<file path="src/rtl/lcd_text_writer.sv">
// Character-stream front end for the 32-entry LCD text RAM: turns an ASCII
// byte stream into RAM writes with cursor handling and a 32-cycle clear.
module lcd_text_writer #(
  parameter logic [7:0] FILL_CHAR = 8'h20
) (
  input  logic       iCLK,
  input  logic       iRST_N,
  input  logic       iCHAR_VALID,
  input  logic [7:0] iCHAR,
  output logic       oCHAR_READY,
  input  logic       iCLEAR,
  output logic [4:0] oWADDR,
  output logic [7:0] oWDATA,
  output logic       oWE,
  output logic [4:0] oCURSOR,
  output logic       oBUSY
);

  typedef enum logic {S_CLEAR, S_IDLE} state_t;

  state_t     state_q, state_d;
  logic [4:0] cnt_q, cnt_d;
  logic [4:0] cursor_q, cursor_d;
  logic [4:0] waddr_q, waddr_d;
  logic [7:0] wdata_q, wdata_d;
  logic       we_q, we_d;
  logic       busy_q, busy_d;
  logic       accept;

  assign oCHAR_READY = (state_q == S_IDLE) && !iCLEAR;
  assign accept      = iCHAR_VALID && oCHAR_READY;

  always_comb begin
    state_d  = state_q;
    cnt_d    = cnt_q;
    cursor_d = cursor_q;
    waddr_d  = waddr_q;
    wdata_d  = wdata_q;
    we_d     = 1'b0;
    if (iCLEAR) begin
      // A clear request wins over everything, including a running clear.
      state_d  = S_CLEAR;
      cnt_d    = 5'd0;
      cursor_d = 5'd0;
    end else if (state_q == S_CLEAR) begin
      we_d     = 1'b1;
      waddr_d  = cnt_q;
      wdata_d  = FILL_CHAR;
      cnt_d    = cnt_q + 5'd1;
      cursor_d = 5'd0;
      if (cnt_q == 5'd31) state_d = S_IDLE;
    end else if (accept) begin
      if (iCHAR >= 8'h20 && iCHAR <= 8'h7E) begin
        we_d     = 1'b1;
        waddr_d  = cursor_q;
        wdata_d  = iCHAR;
        cursor_d = cursor_q + 5'd1;
      end else begin
        case (iCHAR)
          8'h0A: cursor_d = (cursor_q < 5'd16) ? 5'd16 : 5'd0;
          8'h0D: cursor_d = cursor_q & 5'h10;
          8'h08: begin
            if (cursor_q != 5'd0) begin
              we_d     = 1'b1;
              waddr_d  = cursor_q - 5'd1;
              wdata_d  = FILL_CHAR;
              cursor_d = cursor_q - 5'd1;
            end
          end
          8'h0C: begin
            state_d  = S_CLEAR;
            cnt_d    = 5'd0;
            cursor_d = 5'd0;
          end
          default: ;
        endcase
      end
    end
    busy_d = (state_d == S_CLEAR);
  end

  always_ff @(posedge iCLK or negedge iRST_N) begin
    if (!iRST_N) begin
      state_q  <= S_CLEAR;
      cnt_q    <= 5'd0;
      cursor_q <= 5'd0;
      waddr_q  <= 5'd0;
      wdata_q  <= FILL_CHAR;
      we_q     <= 1'b0;
      busy_q   <= 1'b1;
    end else begin
      state_q  <= state_d;
      cnt_q    <= cnt_d;
      cursor_q <= cursor_d;
      waddr_q  <= waddr_d;
      wdata_q  <= wdata_d;
      we_q     <= we_d;
      busy_q   <= busy_d;
    end
  end

  assign oWADDR  = waddr_q;
  assign oWDATA  = wdata_q;
  assign oWE     = we_q;
  assign oCURSOR = cursor_q;
  assign oBUSY   = busy_q;

endmodule

</file>
<file path="config.mk">
export PLATFORM = sky130hd
export DESIGN_NAME = lcd_text_writer
export DESIGN_NICKNAME = d
export VERILOG_FILES = /design/src/rtl/lcd_text_writer.sv
export SDC_FILE = /design/constraint.sdc
export NUM_CORES = 1
export LEC_CHECK = 0
export ABC_AREA = 1
export BUFFER_PORTS_ARGS = -buffer_cell sky130_fd_sc_hd__buf_2
export CAP_MARGIN = 30
export CELL_PAD_IN_SITES_DETAIL_PLACEMENT = 0
export CELL_PAD_IN_SITES_GLOBAL_PLACEMENT = 1
export CORE_MARGIN = 10
export CORE_UTILIZATION = 40
export CTS_CLUSTER_SIZE = 14
export DETAILED_ROUTE_END_ITERATION = 12
export HOLD_SLACK_MARGIN = 0.06
export PLACE_DENSITY_LB_ADDON = 0.1
export SLEW_MARGIN = 25
export SYNTH_ARGS = -nofsm -noshare
export SYNTH_HDL_FRONTEND = slang
export SYNTH_SLANG_ARGS = --single-unit
</file>
<file path="constraint.sdc">
create_clock -name iCLK -period 2.18 [get_ports iCLK]
set_input_delay 0.109 -clock iCLK [delete_from_list [all_inputs] [get_ports iCLK]]
set_output_delay 0.109 -clock iCLK [all_outputs]
set_load 0.02 [all_outputs]
</file>
==> Word-level counts from Yosys, hierarchy flattened <==
Cells that the tools add are included.
W data, S select, Z words.
{ "totals": {"regBits": 26, "output_inout_bits": 21, "elab_cells": 73} }
{ "classes": {"n_addsub": 3, "n_lt_le_gt_ge": 3, "eq_ne": 15, "n_mux": 33, "n_bitwise": 2, "n_reduce_logical": 9} }
{ "op_table": {"columns": ["operator", "count"], "rows": [
  ["$mux W5", 15],
  ["$mux W8", 5],
  ["$eq A8 B4 Y1 const B", 4],
  ["$pmux W5 S4", 1],
  ["$mux W1", 12],
  ["$add A5 B1 Y5 const B", 2],
  ["$ge A8 B6 Y1 const B", 1],
  ["$le A8 B7 Y1 const B", 1],
  ["$reduce_and A4 Y1", 2],
  ["$ne A7 B2 Y1 const B", 1],
  ["$ne A3 B1 Y1 const B", 2],
  ["$ne A3 B2 Y1 const B", 2],
  ["$ne A6 B2 Y1 const B", 1],
  ["$reduce_and A3 Y1", 2],
  ["$eq A5 B5 Y1 const B", 1],
  ["$lt A5 B5 Y1 const B", 1],
  ["$ne A5 B5 Y1 const B", 1],
  ["$reduce_bool A5 Y1", 1],
  ["$sub A5 B1 Y5 const B", 1],
  ["$ne A4 B4 Y1 const B", 1],
  ["$logic_and A1 B1 Y1", 3],
  ["$ne A3 B3 Y1 const B", 1],
  ["$ne A2 B1 Y1 const B", 1],
  ["$not A1 Y1", 2],
  ["$logic_not A1 Y1", 1]
]} }

==> Longest topological paths before layout <==
{ "logic_depth": {"word_depth": 7, "depth_mapped": 10} }

==> Worst setup path after synthesis <==
Ideal clock, no wire load.
{ "synth_timing": {"kind": "register to register", "startpoint": "register cursor_q[0] (netlist: oCURSOR[0])", "endpoint": "register cursor_q[3] (netlist: oCURSOR[3])", "arrival_ps": 1465, "slack_ps": 597, "stages_incl_launch_ff": 11, "synth_period_minus_slack_ps": 1583, "cell_sequence": "dfrtp_1 -> inv_1 -> ha_1 -> nand3_1 -> inv_2 -> nand2_4 -> nor2_1 -> nor2_2 -> nand2_2 -> nand2_1 -> nand2_1"} }
{ "synth_via": {"elab_chain_cells": 7, "word_cells_on_any_way": 11} }
{ "synth_rtl": {"columns": ["element", "line", "text"], "rows": [
  ["from (decl)", "23", "logic [4:0] cursor_q, cursor_d;"],
  ["from (signal assigned)", "94", "cursor_q <= cursor_d;"],
  ["$sub A5 B1 Y5", "67", "cursor_d = cursor_q - 5'd1;"],
  ["$mux W5", "63", "if (cursor_q != 5'd0) begin"],
  ["$pmux W5 S4", "59", "case (iCHAR)"],
  ["$mux W5", "53", "if (iCHAR >= 8'h20 && iCHAR <= 8'h7E) begin"],
  ["$mux W5", "52", "end else if (accept) begin"],
  ["$mux W5", "45", "end else if (state_q == S_CLEAR) begin"],
  ["$mux W5", "40", "if (iCLEAR) begin"]
]} }
Several ways; a longest one is shown, not always the timed one. The select of a mux whose other input is x is not followed.
A chain may end at the register's enable or synchronous reset.

==> Worst setup path after layout <==
{ "layout_timing": {"startpoint": "register cursor_q[0] (netlist: oCURSOR[0])", "endpoint": "register wdata_q[5] (netlist: oWDATA[5])"} }
{ "layout_via": {"elab_chain_cells": 3} }
{ "layout_rtl": {"columns": ["element", "line", "text"], "rows": [
  ["$reduce_bool A5 Y1", "63", null],
  ["$ne A3 B1 Y1 (no source line)", null, null],
  ["$reduce_and A4 Y1 (no source line)", null, null],
  ["to (signal assigned)", "96", "wdata_q <= wdata_d;"],
  ["to (decl)", "25", "logic [7:0] wdata_q, wdata_d;"]
]} }
Every way passes these cells.

==> impl_metrics.toml <==
[cts]
numCtsBuffers = 3
cts_hold_repair.buffers = 1
clock_sinks = 26
post-cts-setup-buffer-count = 0
cts.clk_slew.worst_paths_ps = 100
ctsHtreeMaxLevel = 1
clockBufferDepth = 2
clock_latency_ps = 280
cts_tree = "built"
cts_resized = 0
root_buffer = "clkbuf_8"

[yosys]
yosysMostFrequentCell = "nand2_1"
postSynthAreaPerCell_um2 = 7.436
synthDistinctLibCells = 33
syn_inst = 245
yosys.area.top_type_share_pct = 32.97
yosysWarnings = 0
synth_area_leader_cell = "dfrtp_1"
synth-async-reset-ratio_pct = 100.0
syn_nets = 262
syn-cell-area_mm2 = 0.001822
synth_commonest_cells = "nand2_1, nand3_1, dfrtp_1"
synth_ff_type = "dfrtp_1"
yosys-top-cells-area = "dfrtp_1, nand2_1, nand3_1, inv_1, nor2_1"
synth_edf_count = 0
yosysSeqAreaShare_pct = 35.85
ys_seq_elements = 26

[floorplanning]
io_pins = 33
die_w_um = 87.49
die_area_mm2 = 0.007654
fp.coreArea_mm2 = 0.004384
initial_core_util_pct = 41.55
chipHeight_um = 87.49
num_rows = 24

[sta]
drv_slew = 0
tns_ps = 0
slew_headroom_pct = 59.35
skew_ps = 11.61
period_share_pct = 82.26
hold_ws_ps = 105.5
setup_violations = 0
layout_setup_ws_ps = 386.6
fmax_ghz = 0.5576
rsz0062_at_grt = "no"
min_period_ps = 1793
tightest_slew_ps = 609.7
finalHoldViolations = 0

[setup_path]
cp_max_fo = 14
cp-end-kind = "register"
critPathArrivalTime_ps = 2010
worstPathRequired_ps = 2400
crit_slowest_cell = "dfrtp_1"
slowest_delay_ps = 470
critPathKind = "reg -> reg"
crit_buf_inv = 2
crit_chain = "inv_1, ha_1, nand3_1, inv_2, nand2_4, nand3_4, nand2_4, o21ai_0, nand2_1"
crit_family = "simple AND/OR/NAND/NOR gates"
start_kind = "register"
path_common_cell = "nand2_4"

[grt]
grt-ovfl-total = 0
grt.total_usage_pct = 12.77
antenna_found_initial = 0
grt_max_degree = 27
grt_first_pass_wirelength_mm = 7.866
first_global_vias = 1706

[final_layout]
diodes = 0
fin_nets = 293
drive_above_1_share_pct = 26.18
fill_cells = 458
multi_input_area_mm2 = 0.001007
seq_area_um2 = 653.1
syn_to_final_growth_pct = 13.46
fin_cells = 327

[detailed_routing]
wire_per_inst_um = 14.17
vias = 1595
remaining_drc_errors = 0
ant_nets = 0
firstDrtPassIters = 4
totalWireLength_mm = 4.635
drtIter0Drc = 85
viasPerCell = 4.878

[status]
status = "finished clean"

[placed_design]
finalWeightedCongestion = 0.8540
dpl.cell_count = 322
portBuffers = 32
place_ws_ps = 442.9
dp_hpwl_mm = 3.622

[power]
peakVddDrop_mv = 0.2415
power_density_mw_per_mm2 = 502.8
p_leak_nw = 1.137

[run]
max_cap_violations = 0

[min_path]
hold_path.class = "in -> reg"
tightest hold or removal path, delay by kind of cell:
kind / cells / cell delay [ps]
and+or+nand+nor: 2 / 110
buffers and inverters: 1 / 130
power breakdown:
part | switching (mW) | leakage, nW | internal, mW
combinational | 0.0872 | 0.752 | 0.0383
clock | 0.164 | 0.0357 | 0.246
sequential | 0.00853 | 0.349 | 0.495
total | 0.260 | 1.14 | 0.779
cell type report:
class,instances,share of cell area [%]
Sequential cell,26,31.60
Multi-Input combinational cell,186,48.73
Tap cell,52,3.148
Timing Repair Buffer,33,8.232
Clock buffer,3,1.998
Inverter,26,4.843
Clock inverter,1,1.453
placed cells by master, fill, tap and decap left out:
cell / n
nand2_1: 72
nand3_1: 35
buf_2: 32
dfrtp_1: 24
inv_1: 23
nor2_1: 22
nor2_2: 8
nand3_2: 7
o21ai_0: 6
nand2_2: 5
ha_1: 5
nand2_4: 4
o211ai_1: 3
a21oi_1: 3
clkbuf_8: 3
inv_2: 2
nor2_4: 2
xor2_1: 2
nand4_1: 2
dfstp_2: 2
inv_4: 1
nor2_8: 1
nand4_2: 1
nand3_4: 1
nor3_1: 1
o21ai_2: 1
a22oi_1: 1
or2_2: 1
o22ai_1: 1
o21bai_1: 1
xnor2_1: 1
bufinv_16: 1
dlygate4sd3_1: 1
flip-flops by register name, summed over array words and instances (netlist names):
register	cells
oWADDR	5
oWDATA	8
oCURSOR	5
oWE	1
cnt_q	5
state_q	1
oBUSY	1
through the flow:
stage	util [%]	total power [mW]	cell area [um2]
floorplan	-	0.5943	1822
global route	47.15	1.092	2067
detailed placement	45.29	0.6393	1986
finish	47.15	1.039	2067
global placement	45.29	0.6412	1986
CTS	47.15	1.060	2067
routing by layer:
layer | vias to the layer above | track usage [%] | wire (um)
li1 | 845 | - | -
met1 | 714 | 15.50 | 2062
met2 | 32 | 21.23 | 2232
met3 | 4 | 3.652 | 300
met4 | 0 | 3.768 | 40
met5 | - | 0 | 0
worst paths after layout:
check                                       start                endpoint  slack, ps  cells after the start
max in group asynchronous                  iRST_N   oWADDR[2]$_DFFE_PN0P_       1410                      2
hold / removal                           iCHAR[6]   oWDATA[6]$_DFFE_PN0P_        110                      3
hold reg to reg             oWDATA[5]$_DFFE_PN1P_   oWDATA[5]$_DFFE_PN1P_        500                      2
setup reg to reg           oCURSOR[0]$_DFFE_PN0P_   oWDATA[5]$_DFFE_PN1P_        390                      9
setup / recovery           oCURSOR[0]$_DFFE_PN0P_   oWDATA[5]$_DFFE_PN1P_        390                      9
min in group asynchronous                  iRST_N  oCURSOR[4]$_DFFE_PN0P_        360                      2
logic make-up after synthesis:
family          count (synthesis)  synth area share, %
xor+xnor                        3                1.443
flops                          26                35.85
compound gates                 16                5.357
fa+ha+maj                       5                3.434
simple gates                  162                45.06
buf+inv                        33                8.860
Power figures use the tool's default switching activity.
